$ cat config.mk
export PLATFORM = sky130hd
export DESIGN_NAME = traffic_light_fsm
export DESIGN_NICKNAME = d
export VERILOG_FILES = /design/src/rtl/traffic_pkg.sv /design/src/rtl/phase_delay_sel.sv /design/src/rtl/traffic_light_fsm.sv
export SDC_FILE = /design/constraint.sdc
export NUM_CORES = 1
export LEC_CHECK = 0
export ABC_AREA = 1
export CAP_MARGIN = 10
export CORE_UTILIZATION = 37
export CTS_CLUSTER_DIAMETER = 30
export DETAILED_ROUTE_END_ITERATION = 8
export PLACE_DENSITY = 0.84
export SYNTH_ARGS = -nofsm -noshare
export SYNTH_HDL_FRONTEND = slang
export SYNTH_HIERARCHICAL = 1
export SYNTH_SLANG_ARGS = --single-unit
export TNS_END_PERCENT = 5
$ cat constraint.sdc
create_clock -name clk -period 1.7 [get_ports clk]
set_clock_uncertainty 0.15 [all_clocks]
set_input_delay 0.425 -clock clk [delete_from_list [all_inputs] [get_ports clk]]
set_output_delay 0.425 -clock clk [all_outputs]
set_load 0.02 [all_outputs]
$ cat src/rtl/traffic_pkg.sv
// Shared types and constants for the two-road junction phase sequencer.
// PED_WALK is only reachable when PED_REQUEST_EN is defined.
package traffic_pkg;

    typedef enum logic [2:0] {
        NS_GREEN  = 3'd0,
        NS_YELLOW = 3'd1,
        CLR_A     = 3'd2,
        EW_GREEN  = 3'd3,
        EW_YELLOW = 3'd4,
        CLR_B     = 3'd5,
        PED_WALK  = 3'd6
    } state_t;

    localparam logic [2:0] LAMP_RED = 3'b100;
    localparam logic [2:0] LAMP_YEL = 3'b010;
    localparam logic [2:0] LAMP_GRN = 3'b001;

    localparam int unsigned T_GREEN_DEF  = 10;
    localparam int unsigned T_YELLOW_DEF = 3;
    localparam int unsigned T_ALLRED_DEF = 1;
    localparam int unsigned T_WALK_DEF   = 5;

    // delay_s would never time out on 0, so a zero duration becomes 1
    function automatic logic [31:0] clamp_dur(input int unsigned v);
        return (v == 0) ? 32'd1 : 32'(v);
    endfunction

endpackage

$ cat src/rtl/phase_delay_sel.sv
// Maps the current phase to the 32-bit duration presented to delay_s.
// Unknown encodings get the all-red clearance time.
module phase_delay_sel
    import traffic_pkg::*;
#(
    parameter int unsigned T_GREEN  = T_GREEN_DEF,
    parameter int unsigned T_YELLOW = T_YELLOW_DEF,
    parameter int unsigned T_ALLRED = T_ALLRED_DEF,
    parameter int unsigned T_WALK   = T_WALK_DEF
) (
    input  state_t      state_i,
    output logic [31:0] delay_o
);

    always_comb begin
        delay_o = clamp_dur(T_ALLRED);
        case (state_i)
            NS_GREEN, EW_GREEN:   delay_o = clamp_dur(T_GREEN);
            NS_YELLOW, EW_YELLOW: delay_o = clamp_dur(T_YELLOW);
            CLR_A, CLR_B:         delay_o = clamp_dur(T_ALLRED);
            PED_WALK:             delay_o = clamp_dur(T_WALK);
            default:              delay_o = clamp_dur(T_ALLRED);
        endcase
    end

endmodule

$ cat src/rtl/traffic_light_fsm.sv
// Two-road junction phase sequencer driving delay_s and the lamp outputs.
// Optional pedestrian walk phase is enabled by defining PED_REQUEST_EN.
module traffic_light_fsm
    import traffic_pkg::*;
#(
    parameter int unsigned T_GREEN  = T_GREEN_DEF,
    parameter int unsigned T_YELLOW = T_YELLOW_DEF,
    parameter int unsigned T_ALLRED = T_ALLRED_DEF,
    parameter int unsigned T_WALK   = T_WALK_DEF
) (
    input  logic        clk,
    input  logic        reset,
    input  logic        timeout,
    input  logic        ped_req,
    output logic [31:0] delay,
    output logic        tmr_rst,
    output logic [2:0]  ns_light,
    output logic [2:0]  ew_light,
    output logic        ped_walk
);

    state_t     state_q, state_d;
    logic       tmr_rst_q, blank_q;
    logic [2:0] ns_q, ns_d, ew_q, ew_d;
    logic       walk_d;
    logic       advance;

    // timeout from delay_s may still be high from the previous phase for
    // the restart cycle and the one after it
    assign advance = timeout && !tmr_rst_q && !blank_q;

`ifdef PED_REQUEST_EN
    logic ped_q, ped_d;
    logic ret_ew_q;
    logic walk_q;

    assign ped_d = ((state_d == PED_WALK && state_q != PED_WALK) ? 1'b0 : ped_q) | ped_req;
`else
    logic unused_ped;
    assign unused_ped = ped_req;
`endif

    always_ff @(posedge clk or posedge reset) begin
        if (reset) begin
            state_q   <= CLR_B;
            tmr_rst_q <= 1'b1;
            blank_q   <= 1'b1;
            ns_q      <= LAMP_RED;
            ew_q      <= LAMP_RED;
`ifdef PED_REQUEST_EN
            ped_q     <= 1'b0;
            ret_ew_q  <= 1'b0;
            walk_q    <= 1'b0;
`endif
        end else begin
            state_q   <= state_d;
            tmr_rst_q <= (state_d != state_q);
            blank_q   <= tmr_rst_q;
            ns_q      <= ns_d;
            ew_q      <= ew_d;
`ifdef PED_REQUEST_EN
            ped_q     <= ped_d;
            walk_q    <= walk_d;
            if (state_d == PED_WALK && state_q != PED_WALK)
                ret_ew_q <= (state_q == CLR_A);
`endif
        end
    end

    always_comb begin
        state_d = state_q;
        case (state_q)
            NS_GREEN:  if (advance) state_d = NS_YELLOW;
            NS_YELLOW: if (advance) state_d = CLR_A;
`ifdef PED_REQUEST_EN
            CLR_A:     if (advance) state_d = ped_q ? PED_WALK : EW_GREEN;
            CLR_B:     if (advance) state_d = ped_q ? PED_WALK : NS_GREEN;
            PED_WALK:  if (advance) state_d = ret_ew_q ? EW_GREEN : NS_GREEN;
`else
            CLR_A:     if (advance) state_d = EW_GREEN;
            CLR_B:     if (advance) state_d = NS_GREEN;
`endif
            EW_GREEN:  if (advance) state_d = EW_YELLOW;
            EW_YELLOW: if (advance) state_d = CLR_B;
            default:   state_d = CLR_B;
        endcase
    end

    // lamps decode from next-state so they flip on the same edge as the state
    always_comb begin
        ns_d   = LAMP_RED;
        ew_d   = LAMP_RED;
        walk_d = 1'b0;
        case (state_d)
            NS_GREEN:  ns_d = LAMP_GRN;
            NS_YELLOW: ns_d = LAMP_YEL;
            EW_GREEN:  ew_d = LAMP_GRN;
            EW_YELLOW: ew_d = LAMP_YEL;
`ifdef PED_REQUEST_EN
            PED_WALK:  walk_d = 1'b1;
`endif
            default:   ;
        endcase
    end

    phase_delay_sel #(
        .T_GREEN  (T_GREEN),
        .T_YELLOW (T_YELLOW),
        .T_ALLRED (T_ALLRED),
        .T_WALK   (T_WALK)
    ) u_dly (
        .state_i (state_q),
        .delay_o (delay)
    );

    assign tmr_rst  = tmr_rst_q;
    assign ns_light = ns_q;
    assign ew_light = ew_q;
`ifdef PED_REQUEST_EN
    assign ped_walk = walk_q;
`else
    logic unused_walk;
    assign unused_walk = walk_d;
    assign ped_walk    = 1'b0;
`endif

endmodule
==> Yosys cells after proc, flatten, opt, wreduce, memory -nomap -nowiden <==
Index checks and enable logic that the tools add are counted.
{ "totals": {"register_bits": 11, "inputBits": 4, "output_inout_bits": 40, "word_cells": 33} }
{ "op_classes": {"eq_ne": 10, "mux": 10, "n_reduce_logical": 8} }
{ "ops": {"columns": ["cell", "count"], "rows": [
  ["two-way mux 3 bit", 6],
  ["case mux 3 bit (6 select lines)", 1],
  ["equality test 3 bit, second input constant", 4],
  ["case mux 3 bit (2 select lines)", 2],
  ["case mux 4 bit (3 select lines)", 1],
  ["equality test 3 x 2 -> 1 bit, second input constant", 3],
  ["equality test 3 x 1 -> 1 bit, second input constant", 2],
  ["zero test 3 bit", 2],
  ["OR reduction 2 bit", 2],
  ["!= test 3 bit", 1],
  ["logical AND 1 bit", 2],
  ["zero test 1 bit", 2]
]} }

==> Depth between registers and ports, before layout <==
Gate-level depths: netlist of the first run.
{ "logic_depth": {"ltp_word": 7, "depth_mapped": 7, "ltp_nobuf": 7} }

==> Modules after synthesis <==
The synthesis of the first run kept the hierarchy.
{ "by_module_without_submodules": {"columns": ["mod", "instances", "cells_per_inst", "area_per_inst_um2", "seq_area_each_um2"], "rows": [
  ["traffic_light_fsm", 1, 45, 473.0, 282.8],
  ["phase_delay_sel", 1, 42, 270.3, 0.0]
]} }

==> Worst setup path after synthesis of the first run <==
Ideal clock, no wire load.
{ "synth_path": {"kind": "register to output", "from": "register state_q[2]", "to": "output delay[2]", "arrival_time_ps": 973, "required_time_ps": 1125, "setup_slack_ps": 152, "stages_incl_launch_ff": 3, "n_path_buf": 0, "path_cell_list": "dfstp_2 inv_1 nor2_1"} }
{ "synth_via": {"elab_chain_cells": 3, "word_cells_on_any_way": 8, "cone_classes": "eq/ne: 4; mux: 1; reduce/logical: 3"} }
{ "synth_lines": {"columns": ["element", "line", "source"], "rows": [
  ["from (decl)", "traffic_light_fsm.sv:22", "state_t state_q, state_d;"],
  ["from (signal assigned)", "traffic_light_fsm.sv:56", "state_q <= state_d;"],
  ["equality test 3 x 1 -> 1 bit (tied with other cells)", "phase_delay_sel.sv:17", "case (state_i)"],
  ["OR reduction 2 bit", "phase_delay_sel.sv:17", null],
  ["case mux 4 bit (3 select lines) *", "phase_delay_sel.sv:17", null],
  ["to (decl)", "traffic_light_fsm.sv:15", "output logic [31:0] delay,"]
]} }
Every way passes the cells marked *; elsewhere a longest branch is shown, timed or not.

==> Worst setup path in the final report of the first run <==
{ "layout_path": {"from": "register state_q[0]", "to": "output delay[1]"} }
Same word-level chain as after synthesis.

==> results of run 1 <==
-- placed cells by master (no fill, tap or decap), types with 2 or more instances in the layout --
cell / count
inv_2: 3
conb_1: 29
nand3_1: 4
nand2_1: 12
dfrtp_1: 5
inv_1: 6
clkbuf_4: 3
dfstp_2: 6
clkdlybuf4s15_1: 3
nand3_2: 2
nor2_2: 2
nor3_2: 2
buf_6: 2
nor2_1: 5
dlygate4sd2_1: 4
nand2_2: 3
clkdlybuf4s50_1: 2
buf_4: 8
-- routing by layer --
metal  GRT usage (%)  share of wire (%)
met1           11.88                 38
met2           21.94                 51
met4           8.571                2.7
met3           3.462                8.2
met5               0                  0
-- registers in the layout (all words and copies together), names as in the netlist --
register	count
ew_light	3
state_q	3
blank_q	1
tmr_rst	1
ns_light	3
-- per-stage QoR --
step                setup TNS (ps)  instance area, um2  total power (uW)
finish                      -220.9               859.6              1688
detailed placement           -1005               840.8              1538
global route                -470.6               859.6              1804
floorplan                        0               844.6              1160
global placement            -755.3               840.8              1506
CTS                         -255.9               854.6              1692
-- worst min-delay path by stage --
| stage | end | depth (start not counted) | from | slack [ps] |
|---|---|---|---|---|
| 2_1_floorplan | ew_light[0]$_DFF_PP0_ | 1 | reset | 120 |
| 6_report | ew_light[1]$_DFF_PP0_ | 2 | reset | 290 |
| 4_1_cts | ew_light[1]$_DFF_PP0_ | 2 | reset | 300 |
| 5_1_grt | ns_light[0]$_DFF_PP0_ | 2 | reset | 340 |
| 3_5_place_dp | blank_q$_DFF_PP1_ | 1 | tmr_rst$_DFF_PP1_ | 330 |
| 3_3_place_gp | blank_q$_DFF_PP1_ | 1 | tmr_rst$_DFF_PP1_ | 330 |
-- power groups by stage --
| stage | registers [uW] | clock network, uW | logic (uW) |
|---|---|---|---|
| global placement | 490 | 0 | 1020 |
| detailed placement | 492 | 0 | 1050 |
| CTS | 489 | 187 | 1020 |
| finish | 488 | 184 | 1020 |
| floorplan | 623 | 0 | 537 |
| global route | 504 | 199 | 1100 |
-- critical path: stages (launching register included) --
cell and delay (ps):
dfstp_2 580, inv_2 40, nand2_2 60, and2_4 140, buf_6 110
-- final cells by class --
type                            instances  area (um2)
Inverter                                9       33.78
Timing Repair Buffer                   20       172.7
Multi-Input combinational cell         65       312.8
Clock buffer                            4       26.28
Fill cell                             183       942.2
Sequential cell                        11       282.8
Tap cell                               25       31.28
-- logic make-up (layout without fill, tap and decap cells) --
kind of cell | count (synthesis) | in the layout | synth area share (%)
buffers and inverters | 38 | 33 | 33.84
and+or+nand+nor | 35 | 35 | 25.93
DFF | 11 | 11 | 38.05
other | 2 | 29 | 1.010
AOI/OAI and AO/OA | 1 | 1 | 1.179
==> qor.csv, run 1 <==
metric,value,unit
numClockSinks,11,
die_y,46.82,um
place_inst,130,
fmax,560.8,MHz
critical_path_class,reg2out,
ys_ff_latch,11,
p_seq_share,28.9,%
first_global_vias,444,
via_per_inst,3.910,
cts_buffers,3,
grt_use_total,12.18,%
hold_buffers,0,
h-tree-depth,1,
p_comb_share,60.2,%
place_hpwl,911.5,um
p_switching,766.4,uW
clkTransAtPathRegs,70,ps
yosysWarnings,6,
antenna_left,0,
finalSetupViolations,4,
grt_pass1_wl,1766,um
final_nets,114,
antennaDiodeCount,0,
antenna_found_initial,0,
std_cell_rows,15,
routed_wl,1174,um
dr.pass1.iters,4,
die_area,2192,um2
fin_ws,-83.06,ps
startpoint_type,flip-flop,
start_util,41.25,%
rsz0062_at_grt,true,
ys.flop_type,dfstp_2,
overflow,0,
drive_gt1_share,32.11,%
portBuffers,13,
status,finished with violations,
drt_iter0_markers,8,
whs,290.4,ps
syn_area,743.2,um2
r2r_setup_slack,220,ps
yosysSeqAreaShare,38.05,%
internal_power,921.3,uW
routabilityCongestion,0.8005,
avgSynthCellArea,8.543,um2
post_cts_buffers,0,
vias,524,
cts_tree,done,
cts_root_buf,clkbuf_4,
core_area,1802,um2
power_switching_share,45.41,%
crit_end,delay[1],
synth.most_common_cell,buf_4,
powerDensity,1963,nW/um2
synth_edf_count,0,
min_period_over_period,104.9,%
static-leakage-power,0.0004782,uW
drv_cap,0,
area_delta_synth_final,15.66,%
synthTopCellsByCount,"buf_4, nand2_1, inv_1",
worst_r2r_path_depth,6,
fin_crit,1783,ps
cts_resized,30,
fin_util,47.71,%
synthTopCellsByArea,"buf_4, dfstp_2, dfrtp_1",
reg2reg_from,state_q[0]$_DFF_PP1_,
fin_cells,134,
cp-end-kind,primary output,
clk_latency,270,ps
critPathRequiredTime,1120,ps
dp_slack,-245.8,ps
p_clk_share,10.9,%
violations,negative setup slack,
synth.top_cell.area_share,29.29,%
crit_fanout,6,
synth.distinct_cells,19,
crit_arrival,1210,ps
synth_top_area_cell,buf_4,
wire_per_inst,8.761,um
grt_max_degree,12,
vdd_drop_max,922.6,uV
drc,0,
die_w,46.82,um
slew_violations,0,
timing_hold_violations_final,0,
startpoint,state_q[0]$_DFF_PP1_,
ios,44,
netlist_instances,87,
hp-class,in2async,
synth_async_sr_flop_share,100.0,%
r2r-end,ns_light[2]$_DFF_PP1_,
cts.path.max_buffers,2,
(Power assumes the default switching activity.)
==> inputs of run 2 (changes only) <==
Settings changed: CORE_UTILIZATION 37 to 33, PLACE_DENSITY 0.84 to 0.8, TNS_END_PERCENT 5 to not set.
Clock period 1.7 ns to 1.6 ns, I/O delays scaled along.
==> run 2 against run 1 <==
  * Sequential cell count stayed put
  * Critical path depth stayed put
  * Global-route usage is 1.9 points lower
  * Register-to-register slack worse by 110 ps
  * Combinational power is 8% higher
  * Clock-buffer cell count stayed put
  * Design area is 0.44% higher
  * Final cell count is 1.5% higher
  * First-iteration DRC count is 63% lower
  * Critical path type unchanged
  * Critical endpoint unchanged
  * Hold slack worse by 22 ps
  * Wire length is 2.5% lower
  * Power is 7.3% higher
  * The run still ends with negative setup slack left
==> qor.csv, run 2 (same netlist as run 1, synthesis figures left out) <==
metric,value,unit,change
status,finished with violations,,unchanged
violations,negative setup slack,,unchanged
crit_fanout,6,,unchanged
vias,509,,was 524
crit_chain,"inv_2, nand2_4, and2_4, buf_6",,"was inv_2, nand2_2, and2_4, buf_6"
min_period_over_period,110.1,%,
slew_violations,0,,unchanged
fin_crit,1762,ps,
drc,0,,unchanged
cts.path.max_buffers,2,,unchanged
h-tree-depth,1,,unchanged
drv_cap,0,,unchanged
powerDensity,2097,nW/um2,was 1963 nW/um2
stdcell_area,863.3,um2,was 859.6 um2
routabilityCongestion,0.7407,,was 0.8005
antennaDiodeCount,0,,unchanged
worst_r2r_path_depth,6,,unchanged
numClockSinks,11,,unchanged
grt_use_total,10.28,%,was 12.18%
timing_hold_violations_final,0,,unchanged
fmax,567.6,MHz,
reg2reg_from,state_q[0]$_DFF_PP1_,,unchanged
area_delta_synth_final,16.16,%,was 15.66%
fin_ws,-161.9,ps,was -83.06 ps
n_fill_cell,221,,was 183
first_global_vias,426,,was 444
cts_tree,done,,unchanged
antenna_left,0,,unchanged
wire_per_inst,8.419,um,was 8.761 um
place_hpwl,897.3,um,was 911.5 um
hold_buffers,0,,unchanged
critical_path.slowest_cell,dfstp_2,,unchanged
via_per_inst,3.743,,was 3.910
cts_buffers,3,,unchanged
whs,268.2,ps,was 290.4 ps
vdd_drop_max,948.0,uV,was 922.6 uV
cp-end-kind,primary output,,unchanged
dr.pass1.iters,2,,was 4
hp-class,in2async,,unchanged
final_common_cell,conb_1,,unchanged
static-leakage-power,0.0004894,uW,was 0.0004782 uW
critical_path_class,reg2out,,unchanged
grt_max_degree,12,,unchanged
overflow,0,,unchanged
core_area,2042,um2,was 1802 um2
finalSetupViolations,4,,unchanged
ios,44,,unchanged
crit_arrival,1210,ps,about the same
rsz0062_at_grt,true,,unchanged
grt_pass1_wl,1800,um,was 1766 um
drt_iter0_markers,3,,was 8
max_stage_delay,590,ps,was 580 ps
die_area,2446,um2,was 2192 um2
layout_common_cells,"conb_1, nand2_1, buf_4",,unchanged
clkTransAtPathRegs,70,ps,about the same
portBuffers,13,,unchanged
critPathRequiredTime,1050,ps,was 1120 ps
final_nets,114,,unchanged
antenna_found_initial,0,,unchanged
startpoint,state_q[0]$_DFF_PP1_,,unchanged
startpoint_type,flip-flop,,unchanged
drive_gt1_share,35.78,%,was 32.11%
clk_latency,260,ps,was 270 ps
die_w,49.46,um,was 46.82 um
place_area,843.3,um2,was 840.8 um2
die_y,49.46,um,was 46.82 um
std_cell_rows,16,,was 15
cts_root_buf,clkbuf_4,,unchanged
routed_wl,1145,um,was 1174 um
start_util,36.40,%,was 41.25%
==> run 2: worst max-delay path, delay by kind of cell (launching register included) <==
kind                   cells  cell delay (ps)
AND/OR/NAND/NOR            2              190
buffers and inverters      2              170
flip-flops                 1              590
==> run 2: where the power goes <==
| group | internal [uW] | total (uW) | switching [uW] |
|---|---|---|---|
| Clock | 96.5 | 185 | 88.6 |
| Sequential | 451 | 525 | 73.8 |
| Combinational | 445 | 1100 | 655 |
| Total | 993 | 1810 | 817 |
==> run 2: layout make-up <==
class | instances | area (um2) | share of cell area, %
Multi-Input combinational cell | 65 | 322.8 | 37.39
Timing Repair Buffer | 20 | 163.9 | 18.99
Tap cell | 27 | 33.78 | 3.913
Clock buffer | 4 | 26.28 | 3.043
Inverter | 9 | 33.78 | 3.913
Sequential cell | 11 | 282.8 | 32.75
==> run 2: path summary, 6_finish.rpt <==
path / to / slack [ps]
worst max-delay path: delay[1] / -160
worst min-delay path: ns_light[0]$_DFF_PP0_ / 270
worst max register to register: ns_light[2]$_DFF_PP1_ / 110
worst min register to register: blank_q$_DFF_PP1_ / 350
max in group asynchronous: ew_light[2]$_DFF_PP1_ / 710
min in group clk: blank_q$_DFF_PP1_ / 350
==> run 2: stage by stage <==
step	TNS, ps	setup WS [ps]	power [uW]	util, %	cells
floorplan	0	76.83	1232	-	114
global placement	-1681	-313.5	1601	41.30	132
detailed placement	-1938	-345.4	1635	41.30	132
CTS	-576.3	-170.6	1792	42.10	136
global route	-720.7	-216.1	1951	42.28	136
finish	-508.8	-161.9	1811	42.28	136
==> run 2: layer usage <==
layer | vias to the layer above | track usage (%) | share of wire [%]
met2 | 31 | 16.67 | 46
li1 | 252 | - | -
met4 | 0 | 8.571 | 3.1
met3 | 4 | 3.086 | 9.5
met1 | 222 | 10.90 | 41
met5 | - | 0 | 0
==> run 2: repair_timing <==
| action | CTS | global route |
|---|---|---|
| resized for setup | 36 | 7 |
| setup buffers | 0 | 0 |
| pin swaps | 1 | 2 |
| setup endpoints to repair | 11 | 6 |
==> inputs of run 3 (changes only) <==
Settings changed: GPL_ROUTABILITY_DRIVEN set to 0, SKIP_CTS_REPAIR_TIMING set to 1.
==> run 3 against run 2 <==
  * The run still ends with negative setup slack left
  * Via count up 1.2%
  * Worst setup slack worse by 4.1 ps
  * Sequential power about the same
  * Design area up 5.1%
  * Maximum frequency down 0.23%
  * Hold slack about the same
  * Die area unchanged
  * First-iteration DRC count up 33%
  * Critical path depth unchanged
  * Non-clock buffer count unchanged
==> qor.csv, run 3 (same netlist as run 1, synthesis figures left out) <==
metric,value,unit,change
vias,515,,was 509
cts_buffers,3,,unchanged
static-leakage-power,0.0005620,uW,was 0.0004894 uW
fmax,566.2,MHz,was 567.6 MHz
wire_per_inst,8.529,um,was 8.419 um
routed_wl,1160,um,was 1145 um
die_area,2446,um2,unchanged
crit_arrival,1220,ps,was 1210 ps
hp-class,in2async,,unchanged
std_cell_rows,16,,unchanged
antennaDiodeCount,0,,unchanged
powerDensity,2052,nW/um2,was 2097 nW/um2
place_hpwl,897.3,um,unchanged
critical_path_class,reg2out,,unchanged
cts.path.max_buffers,2,,unchanged
vdd_drop_max,967.2,uV,was 948.0 uV
ios,44,,unchanged
critPathRequiredTime,1050,ps,about the same
area_delta_synth_final,22.05,%,was 16.16%
dr.pass1.iters,3,,was 2
grt_use_total,10.28,%,unchanged
finalSetupViolations,4,,unchanged
wl_met2,551,um,was 527 um
rsz0062_at_grt,true,,unchanged
via_per_inst,3.787,,was 3.743
layout_common_cells,"conb_1, nand2_1, dlymetal6s2s_1, buf_4",,"was conb_1, nand2_1, buf_4"
numClockSinks,11,,unchanged
wl_met1,453,um,was 473 um
fin_ws,-166.0,ps,was -161.9 ps
slew_violations,0,,unchanged
die_y,49.46,um,unchanged
drive_gt1_share,33.94,%,was 35.78%
multi_input_area,325.3,um2,was 322.8 um2
violations,negative setup slack,,unchanged
drt_iter0_markers,4,,was 3
first_global_vias,425,,was 426
cts_root_buf,clkbuf_4,,unchanged
fin_crit,1766,ps,was 1762 ps
start_util,36.40,%,unchanged
final_common_cell,conb_1,,unchanged
startpoint_type,flip-flop,,unchanged
seq_area,282.8,um2,unchanged
grt_max_degree,12,,unchanged
portBuffers,13,,unchanged
grt_pass1_wl,1800,um,unchanged
cts_tree,done,,unchanged
drc,0,,unchanged
die_w,49.46,um,unchanged
final_nets,114,,unchanged
clk_latency,260,ps,about the same
status,finished with violations,,unchanged
timing_hold_violations_final,0,,unchanged
clkTransAtPathRegs,70,ps,about the same
routed.top_layer,met4,,unchanged
crit_fanout,6,,unchanged
overflow,0,,unchanged
antenna_left,0,,unchanged
dp_slack,-345.4,ps,unchanged
antenna_found_initial,0,,unchanged
drv_cap,0,,unchanged
total_power,1861,uW,was 1811 uW
min_period_over_period,110.4,%,was 110.1%
n_fill_cell,217,,was 221
h-tree-depth,1,,unchanged
core_area,2042,um2,unchanged
routed-wl-met3,119,um,was 109 um
cp-end-kind,primary output,,unchanged
-- run 3: cell types whose count changed in the layout (fill, tap and decap cells not counted) --
cell            delta
buf_4              -1
buf_6              +1
buf_2              -3
nor2_2             +1
nor2_1             -1
dlymetal6s2s_1     +7
dlygate4sd2_1      -4
-- run 3: worst paths after layout --
check                      slack (ps)               endpoint  depth (start not counted)                 start
max                              -170               delay[1]                          4  state_q[0]$_DFF_PP1_
min                               270  ns_light[0]$_DFF_PP0_                          2                 reset
max in group asynchronous         710  ew_light[2]$_DFF_PP1_                          2                 reset
min reg2reg                       350      blank_q$_DFF_PP1_                          1     tmr_rst$_DFF_PP1_
max reg2reg                       110  ns_light[2]$_DFF_PP1_                          6  state_q[0]$_DFF_PP1_
min in group clk                  350      blank_q$_DFF_PP1_                          1     tmr_rst$_DFF_PP1_
-- run 3: per-layer routing --
| layer | vias up | GRT usage, % |
|---|---|---|
| li1 | 252 | - |
| met1 | 228 | 10.71 |
| met2 | 31 | 16.67 |
| met3 | 4 | 3.395 |
| met4 | 0 | 8.571 |
| met5 | - | 0 |
-- run 3: area by class of cell --
type	count	share of cell area, %
multi-input combinational	65	35.86
sequential	11	31.17
inverter	9	3.724
clock buffer	4	2.897
tap	27	3.724
timing repair buffer	20	22.62
-- run 3: through the flow --
stage / hold slack, ps / cell area (um2) / util, % / setup TNS (ps) / instances
after CTS: 278.3 / 869.6 / 42.59 / -3917 / 136
after floorplan: 98.14 / 844.6 / - / 0 / 114
after global routing: 309.5 / 907.1 / 44.42 / -711.1 / 136
after global placement: 335.4 / 843.3 / 41.30 / -1681 / 132
after detailed placement: 337.1 / 843.3 / 41.30 / -1938 / 132
final: 268.2 / 907.1 / 44.42 / -484.3 / 136
-- run 3: critical path: stages, from the launching register on --
cell	delay, ps
dfstp_2	590
inv_2	60
nand2_4	60
and2_4	140
buf_6	110
-- run 3: power by group --
part,switching [uW],internal (uW),leakage [uW]
Clock,88.1,96.5,0.0000150
Sequential,73.6,451,0.000128
Combinational,659,492,0.000419
Total,821,1040,0.000562
